### src/rtl/voice_mixer_if.sv
// Frame-level bus between the mixer and its driver: sample strobe, voice
// inputs and controls in; mixed sample, valid, busy and overrun flags out.
interface voice_mixer_if #(
    parameter int NUM_VOICES = 16,
    parameter int WAVE_W     = 16,
    parameter int OUT_W      = 20
);
    logic                         sample_tick;
    logic [NUM_VOICES*WAVE_W-1:0] waves;
    logic [NUM_VOICES-1:0]        voice_en;
    logic [3:0]                   atten;
    logic signed [OUT_W-1:0]      signal;
    logic                         signal_valid;
    logic                         busy;
    logic                         overrun;

    modport master (
        output sample_tick, waves, voice_en, atten,
        input  signal, signal_valid, busy, overrun
    );

    modport slave (
        input  sample_tick, waves, voice_en, atten,
        output signal, signal_valid, busy, overrun
    );
endinterface

### src/rtl/voice_mixer.sv
// Time-multiplexed voice mixer: on each sample tick it snapshots all voices and
// adds one enabled voice per cycle, then publishes the attenuated sum.
module voice_mixer #(
    parameter int NUM_VOICES = 16,
    parameter int WAVE_W     = 16,
    parameter int OUT_W      = 20
) (
    input logic          clock,
    input logic          reset,
    voice_mixer_if.slave bus
);
    localparam int IDX_W = (NUM_VOICES > 1) ? $clog2(NUM_VOICES) : 1;
    localparam logic [IDX_W-1:0] LAST_IDX = IDX_W'(NUM_VOICES - 1);

    typedef enum logic [1:0] {IDLE, ACCUM, DONE} state_t;

    state_t                       state;
    logic [NUM_VOICES*WAVE_W-1:0] snap_waves;
    logic [NUM_VOICES-1:0]        snap_en;
    logic [3:0]                   snap_atten;
    logic signed [OUT_W-1:0]      acc;
    logic [IDX_W-1:0]             index;
    logic signed [OUT_W-1:0]      signal_r;
    logic                         valid_r;
    logic                         busy_r;
    logic                         overrun_r;

    logic signed [WAVE_W-1:0]     cur_sample;
    logic signed [OUT_W-1:0]      cur_term;
    logic signed [OUT_W-1:0]      acc_next;

    always_comb begin
        cur_sample = snap_waves[index*WAVE_W +: WAVE_W];
        cur_term   = '0;
        if (snap_en[index]) begin
            cur_term = {{(OUT_W-WAVE_W){cur_sample[WAVE_W-1]}}, cur_sample};
        end
        acc_next = acc + cur_term;
    end

    // The last voice is folded straight into the published result, so the
    // DONE cycle is the one in which the new sample and its valid are visible.
    always_ff @(posedge clock or negedge reset) begin
        if (!reset) begin
            state      <= IDLE;
            snap_waves <= '0;
            snap_en    <= '0;
            snap_atten <= '0;
            acc        <= '0;
            index      <= '0;
            signal_r   <= '0;
            valid_r    <= 1'b0;
            busy_r     <= 1'b0;
            overrun_r  <= 1'b0;
        end else begin
            valid_r   <= 1'b0;
            overrun_r <= 1'b0;
            case (state)
                IDLE: begin
                    if (bus.sample_tick) begin
                        snap_waves <= bus.waves;
                        snap_en    <= bus.voice_en;
                        snap_atten <= bus.atten;
                        acc        <= '0;
                        index      <= '0;
                        busy_r     <= 1'b1;
                        state      <= ACCUM;
                    end
                end
                ACCUM: begin
                    overrun_r <= bus.sample_tick;
                    acc       <= acc_next;
                    index     <= index + 1'b1;
                    if (index == LAST_IDX) begin
                        signal_r <= acc_next >>> snap_atten;
                        valid_r  <= 1'b1;
                        state    <= DONE;
                    end
                end
                DONE: begin
                    overrun_r <= bus.sample_tick;
                    busy_r    <= 1'b0;
                    state     <= IDLE;
                end
                default: begin
                    busy_r <= 1'b0;
                    state  <= IDLE;
                end
            endcase
        end
    end

    assign bus.signal       = signal_r;
    assign bus.signal_valid = valid_r;
    assign bus.busy         = busy_r;
    assign bus.overrun      = overrun_r;
endmodule

### src/flat_wrapper.sv
// flat-port wrapper written by rule: the top's interface ports become plain ports
module voice_mixer_flat 
#(
    parameter int NUM_VOICES = 16,
    parameter int WAVE_W     = 16,
    parameter int OUT_W      = 20
)
  (clock, reset, bus_sample_tick, bus_waves, bus_voice_en, bus_atten, bus_signal, bus_signal_valid, bus_busy, bus_overrun);
  voice_mixer_if #(.NUM_VOICES(NUM_VOICES), .WAVE_W(WAVE_W), .OUT_W(OUT_W)) bus_i ();
  input logic clock;
  input logic reset;
  input wire logic [$bits(bus_i.sample_tick)-1:0] bus_sample_tick;
  input wire logic [$bits(bus_i.waves)-1:0] bus_waves;
  input wire logic [$bits(bus_i.voice_en)-1:0] bus_voice_en;
  input wire logic [$bits(bus_i.atten)-1:0] bus_atten;
  output wire logic [$bits(bus_i.signal)-1:0] bus_signal;
  output wire logic [$bits(bus_i.signal_valid)-1:0] bus_signal_valid;
  output wire logic [$bits(bus_i.busy)-1:0] bus_busy;
  output wire logic [$bits(bus_i.overrun)-1:0] bus_overrun;
  assign bus_i.sample_tick = bus_sample_tick;
  assign bus_i.waves = bus_waves;
  assign bus_i.voice_en = bus_voice_en;
  assign bus_i.atten = bus_atten;
  assign bus_signal = bus_i.signal;
  assign bus_signal_valid = bus_i.signal_valid;
  assign bus_busy = bus_i.busy;
  assign bus_overrun = bus_i.overrun;
  voice_mixer #(.NUM_VOICES(NUM_VOICES), .WAVE_W(WAVE_W), .OUT_W(OUT_W)) u_core (.clock(clock), .reset(reset), .bus(bus_i));
endmodule
### config.mk
export PLATFORM = sky130hd
export DESIGN_NAME = voice_mixer_flat
export DESIGN_NICKNAME = d
export VERILOG_FILES = /design/src/rtl/voice_mixer_if.sv /design/src/rtl/voice_mixer.sv /design/src/flat_wrapper.sv
export SDC_FILE = /design/constraint.sdc
export NUM_CORES = 1
export LEC_CHECK = 0
export CORE_MARGIN = 2
export CORE_UTILIZATION = 45
export DETAILED_ROUTE_END_ITERATION = 12
export PLACE_DENSITY = 0.71
export SETUP_SLACK_MARGIN = 0.15
export SLEW_MARGIN = 30
export SYNTH_ARGS = -nofsm -noshare
export SYNTH_HDL_FRONTEND = slang
export SYNTH_SLANG_ARGS = --single-unit
export TNS_END_PERCENT = 50
### constraint.sdc
create_clock -name clock -period 9.25 [get_ports clock]
set_input_delay 0.925 -clock clock [delete_from_list [all_inputs] [get_ports clock]]
set_output_delay 0.925 -clock clock [all_outputs]
set_load 0.005 [all_outputs]
==> results of run 1 <==
## registers in the layout, summed over array words and instances, names as in the netlist
name,flops
u_core.state,2
u_core.bus.busy,1
u_core.acc,20
u_core.bus.signal,20
u_core.bus.overrun,1
u_core.index,4
u_core.snap_atten,4
u_core.bus.signal_valid,1
u_core.snap_en,16
u_core.snap_waves,256
## through the flow
stage               util (%)  power, W
floorplan                  -  0.005279
global placement       55.21  0.006295
detailed placement     55.23  0.006381
CTS                    58.68  0.007898
global route           58.97  0.008393
finish                 58.99  0.007896
## kinds of logic after synthesis
logic type / count (synthesis) / synth area share, %
AOI/OAI and AO/OA: 190 / 8.221
xor gates and xnor gates: 15 / 0.8045
adders and majority gates: 23 / 1.808
buffers and inverters: 97 / 2.475
DFF: 325 / 49.80
muxes: 377 / 31.86
and+or+nand+nor: 169 / 5.034
## layer usage
| metal | vias to the layer above | GRT usage (%) | wire length, microns | part of all wire, % |
|---|---|---|---|---|
| met1 | 5724 | 32.19 | 19290 | 42 |
| li1 | 5073 | - | - | - |
| met4 | 16 | 8.205 | 1182 | 2.6 |
| met3 | 75 | 6.698 | 2995 | 6.5 |
| met5 | - | 0 | 102 | 0.22 |
| met2 | 336 | 39.98 | 22620 | 49 |
## cell type report
| class | count | area share (%) |
|---|---|---|
| Multi-Input combinational cell | 774 | 37.09 |
| Sequential cell | 325 | 38.71 |
| Clock inverter | 9 | 0.6009 |
| Antenna cell | 9 | 0.1071 |
| Tap cell | 461 | 2.743 |
| Timing Repair Buffer | 315 | 15.21 |
| Clock buffer | 55 | 5.253 |
| Inverter | 16 | 0.2856 |
## synth_stat cells (all sizes together), types with 4 or more instances
library cell	n
a211o	5
nor3	7
a22o	12
mux2i	12
xnor2	8
clkbuf	64
nand2b	10
mux4	86
o22ai	4
o21a	7
or2	5
nand3	11
a21boi	4
o211ai	12
a211oi	17
buf	17
a31oi	5
o2bb2ai	4
ha	22
xor2	7
a21o	10
a21oi	38
o21ai	41
nor2b	19
nor2	42
nand2	52
nand4	5
dfrtp	325
inv	15
a22oi	4
mux2	279
and2	7
## worst max-delay path, delay by kind of cell (launching register included)
| family | cells | cell delay [ps] |
|---|---|---|
| compound gates | 8 | 1910 |
| mux | 2 | 740 |
| xor+xnor | 1 | 740 |
| flops | 1 | 640 |
| simple gates | 2 | 560 |
| buf+inv | 2 | 350 |
| fa+ha+maj | 1 | 310 |
## power by group
group	total (W)	internal (W)	switching [W]
sequential	0.00255	0.00209	0.000463
combinational	0.00386	0.00195	0.00191
clock	0.00149	0.000886	0.000600
total	0.00790	0.00492	0.00297
## path summary, 6_finish.rpt
path	depth (start not counted)	from	endpoint	slack, ps
setup / recovery	16	u_core.index[0]	u_core.bus.signal[12]	3790
hold / removal	1	reset	u_core.acc[15]	260
setup reg to reg	16	u_core.index[0]	u_core.bus.signal[12]	3790
hold reg to reg	2	u_core.bus.signal[15]	u_core.bus.signal[15]	480
max in group asynchronous	3	reset	u_core.snap_waves[168]	7490
min in group clock	2	u_core.bus.signal[15]	u_core.bus.signal[15]	480
## layout by cell type (no fill, tap or decap), types with 11 or more instances in the layout
cell type,netlist,layout
nand2_1,51,50
mux2_2,279,279
clkdlybuf4s50_1,0,300
dfrtp_1,325,323
a211oi_1,14,14
o21ai_0,37,37
clkbuf_16,0,38
mux4_2,85,85
inv_1,14,14
nor2b_1,19,19
ha_1,22,22
a21oi_1,36,36
nor2_1,41,41
a22o_1,12,12
nand3_1,11,11
mux2i_1,12,12
==> flow_summary.ini, run 1 <==
[yosys]
synth_cell_type_count = 76
avgSynthCellArea_sq_um = 13.65
synth_edf_count = 0
netlist.area_leader.share_pct = 49.80
ys_ff_latch = 325
synth-seq-area-share_pct = 49.80
synth_area_leaders = dfrtp_1, mux2_2, mux4_2
synth_nets = 1498
async_flop_share_pct = 100.0
synth_area_sq_um = 16330
ys_warn_count = 0
yosysTopAreaCell = dfrtp_1
synthFlopType = dfrtp_1
synth_cells = 1196

[die]
core-area_sq_um = 35660
placementRows = 69
die_x_microns = 194.5
chipHeight_microns = 194.5
start_util_pct = 45.80
io_pins = 302
dieArea_sq_um = 37830

[grt]
grt_overflow_total = 0
grt_use_total_pct = 24.65
grt_max_degree = 152
grt_pass1_wl_mm = 71.40
antenna_found_initial = 17
grt_pass1_vias = 11900

[finish]
drive_gt1_share_pct = 30.66
stdcell_area_sq_um = 21030
fill_cells = 2876
fin_cells = 1964
nets = 1771
multi_input_area_sq_um = 7801
regArea_sq_um = 8140
area_delta_synth_final_pct = 28.78

[status]
run_status = complete, no violations

[sta]
setup_viol = 0
report.final.slew_viol_count = 0
max_slew.worst_pin.slew_ps = 960.7
fin_hold_ws_ps = 263.4
clock_skew_ps = 13.84
timing.fmax_ghz = 0.1832
rsz0062_at_grt = false
finalWorstSetupSlack_ps = 3793
finalCritPeriodShare_pct = 59.00
fin_tns_setup_ps = 0
final-hold-violation-count = 0
slew_headroom_pct = 35.95
fin_crit_ps = 5458

[setup_path]
critPathMaxFanout = 31
cp_cell_sequence = buf_16, mux4_2, o22ai_1, or2_2, a211o_1, inv_1, ha_1, a211oi_1, o211ai_2, nand3_1, a31oi_1, xnor2_1, o22ai_1, a211o_1, mux2i_1, a21oi_1
cp_slowest_cell = xnor2_1
critPathKind = flop to flop
end_kind = flop
start_kind = flop
slowest_delay_ps = 740
worst_ep_arrival_time_ps = 5850
worstPathRequired_ps = 9650

[power]
power_density_nw_per_um2 = 375.5
power.static_leakage_nw = 8.540
ir_worst_vdd_v = 0.0001683

[clocking]
hold_buffers = 0
clock-sinks = 325
ctsResizeCount = 0
cts.path.max_buffers = 3
root_buffer = clkbuf_16
h-tree-depth = 2
postCtsSetupRepairBufs = 0
insertion_delay_ps = 540
cts_tree = yes
clk_pin_slew_worst_paths_ps = 60
cts_made_buffers = 37

[detailed_routing]
dr.pass1.iters = 6
finalWirelength_mm = 46.19
drc = 0
drt-initial-drc-count = 630
detail-route-antenna-nets = 0
vias = 11220
wl_per_cell_microns = 23.52
via_per_inst = 5.715

[placement]
placed_cell_area_sq_um = 19690
dp_cells = 1887
io_buffers = 301
routabilityCongestion = 0.8932
preCtsSetupSlack_ps = 3375
dp_hpwl_mm = 33.63

[job]
maxCapViolCount = 0

[hold_path]
hold_class = primary input to asynchronous set/reset pin
Power figures use the tool's default switching activity.
==> run 2, diff against run 1 <==
clock period = 5.42 ns   (was 9.25 ns; I/O delays follow)
==> flow_summary.ini, run 2 (same netlist as run 1, synthesis figures left out) <==
[status]
run_status = complete, no violations

[sta]
setup_viol = 0
final-hold-violation-count = 0
rsz0062_at_grt = true
fin_tns_setup_ps = 0
timing.fmax_ghz = 0.1996
finalCritPeriodShare_pct = 92.44
report.final.slew_viol_count = 0
max_slew.worst_pin.slew_ps = 823.9
slew_headroom_pct = 45.07
fin_hold_ws_ps = 461.0
fin_crit_ps = 5010
clock_skew_ps = 24.12

[clocking]
h-tree-depth = 2
insertion_delay_ps = 560
cts_made_buffers = 37
cts.path.max_buffers = 3
clk_pin_slew_worst_paths_ps = 60
root_buffer = clkbuf_16
clock-sinks = 325
postCtsSetupRepairBufs = 0
cts_tree = yes

[detailed_routing]
drc = 0
dr.pass1.iters = 5
drt-initial-drc-count = 760
wl_per_cell_microns = 22.58
via_per_inst = 5.697
finalWirelength_mm = 44.33
detail-route-antenna-nets = 0
vias = 11180

[finish]
largest_reg_flops = 256
area_delta_synth_final_pct = 28.80
top_register = u_core.snap_waves
regArea_sq_um = 8140
multi_input_area_sq_um = 7805
fill_cells = 2820
layout_commonest_cell = dfrtp_1
nets = 1777
final_cell_mix = dfrtp_1, clkdlybuf4s50_1, mux2_2, mux4_2, nand2_1
drive_gt1_share_pct = 30.84

[setup_path]
slowest_delay_ps = 670
rrSetupSlack_ps = 410
critPathMaxFanout = 19
cp_cell_sequence = buf_12, mux4_2, mux4_2, nor2b_1, ha_1, o211ai_1, o211ai_2, a21oi_2, o41ai_2, mux2_2, a211oi_1, o2bb2ai_1, a211o_1, a21oi_1
regToRegEndpoint = u_core.bus.signal[13]
critPathKind = flop to flop
reg2reg_depth = 14
cp_slowest_cell = dfrtp_4
start_kind = flop
worstPathRequired_ps = 5880
worst_ep_arrival_time_ps = 5470
end_kind = flop
path_common_cell = mux4_2
r2r_start = u_core.index[0]

[hold_path]
hold_class = primary input to asynchronous set/reset pin

[job]
maxCapViolCount = 0

[die]
dieArea_sq_um = 37830
chipHeight_microns = 194.5
placementRows = 69
start_util_pct = 45.80
core-area_sq_um = 35660
io_pins = 302
die_x_microns = 194.5

[grt]
grt_use_total_pct = 23.89
grt_use_met1_pct = 31.35
grt_max_degree = 128
grtUsageMet2_pct = 38.17
grt_overflow_total = 0
top_usage_layer = met2
grt_pass1_wl_mm = 69.39
antenna_found_initial = 16
use_met3_pct = 7.288
grt_pass1_vias = 11790

[placement]
dp_hpwl_mm = 32.92
routabilityCongestion = 0.8802
io_buffers = 301

[power]
power_density_nw_per_um2 = 638.3
ir_worst_vdd_v = 0.0002899
power.static_leakage_nw = 8.553
total_power_w = 0.01343
-- run 2: cell count changes in the layout (fill, tap and decap cells not counted), sizes merged --
cell,change
clkbuf,-2
bufinv,-1
clkinvlp,-1
dlygate4sd3,+1
clkinv,+2
buf,+5
diode,-5
-- run 2: through the flow --
| step | utilization [%] | std cells | cell area (sq um) | setup WS (ps) |
|---|---|---|---|---|
| finish | 58.99 | 1963 | 21030 | 409.8 |
| global route | 58.98 | 1961 | 21030 | 111.5 |
| CTS | 58.85 | 1957 | 20980 | 418.3 |
| detailed placement | 55.55 | 1895 | 19810 | 459.3 |
| global placement | 55.55 | 1895 | 19810 | 545.9 |
| floorplan | - | 1196 | 16330 | 774.3 |
-- run 2: worst max-delay path: cells and delay by family, from the launching register on --
family                   cells  cell delay [ps]
AO/OA/AOI/OAI                8             2000
AND/OR/NAND/NOR              1              150
adder cells (fa/ha/maj)      1              370
multiplexers                 3             1470
flip-flops                   1              670
buffers and inverters        1              250
-- run 2: metal layers --
| layer | vias up | part of all wire [%] |
|---|---|---|
| met2 | 300 | 48 |
| met5 | - | 0.36 |
| met4 | 24 | 2.3 |
| li1 | 5064 | - |
| met1 | 5717 | 42 |
| met3 | 78 | 7.2 |
-- run 2: layout make-up --
class | instances | share of cell area (%)
flip-flops and latches | 325 | 38.70
multi-input cells | 774 | 37.11
repair buffers | 321 | 15.53
clock buffers | 53 | 5.122
well taps | 461 | 2.742
clock inverters | 9 | 0.4699
inverters | 16 | 0.2855
diodes | 4 | 0.04759
-- run 2: worst max path at each step --
stage	start	end
2_1_floorplan	u_core.index[0]	u_core.bus.signal[13]
3_3_place_gp	u_core.index[0]	u_core.bus.signal[3]
3_5_place_dp	u_core.index[0]	u_core.bus.signal[13]
4_1_cts	u_core.index[0]	u_core.bus.signal[13]
5_1_grt	u_core.index[0]	u_core.bus.signal[13]
6_report	u_core.index[0]	u_core.bus.signal[13]
-- run 2: timing repair --
action,4_1_cts,5_1_grt
resized for setup,0,1
endpoints found under the setup margin,0,4
hold buffers,0,1
hold endpoints to repair,0,30
-- run 2: power by group --
| part | switching, W | internal [W] | total (W) |
|---|---|---|---|
| logic | 0.00331 | 0.00338 | 0.00669 |
| clock network | 0.00100 | 0.00143 | 0.00244 |
| registers | 0.000738 | 0.00356 | 0.00430 |
| total | 0.00505 | 0.00837 | 0.0134 |
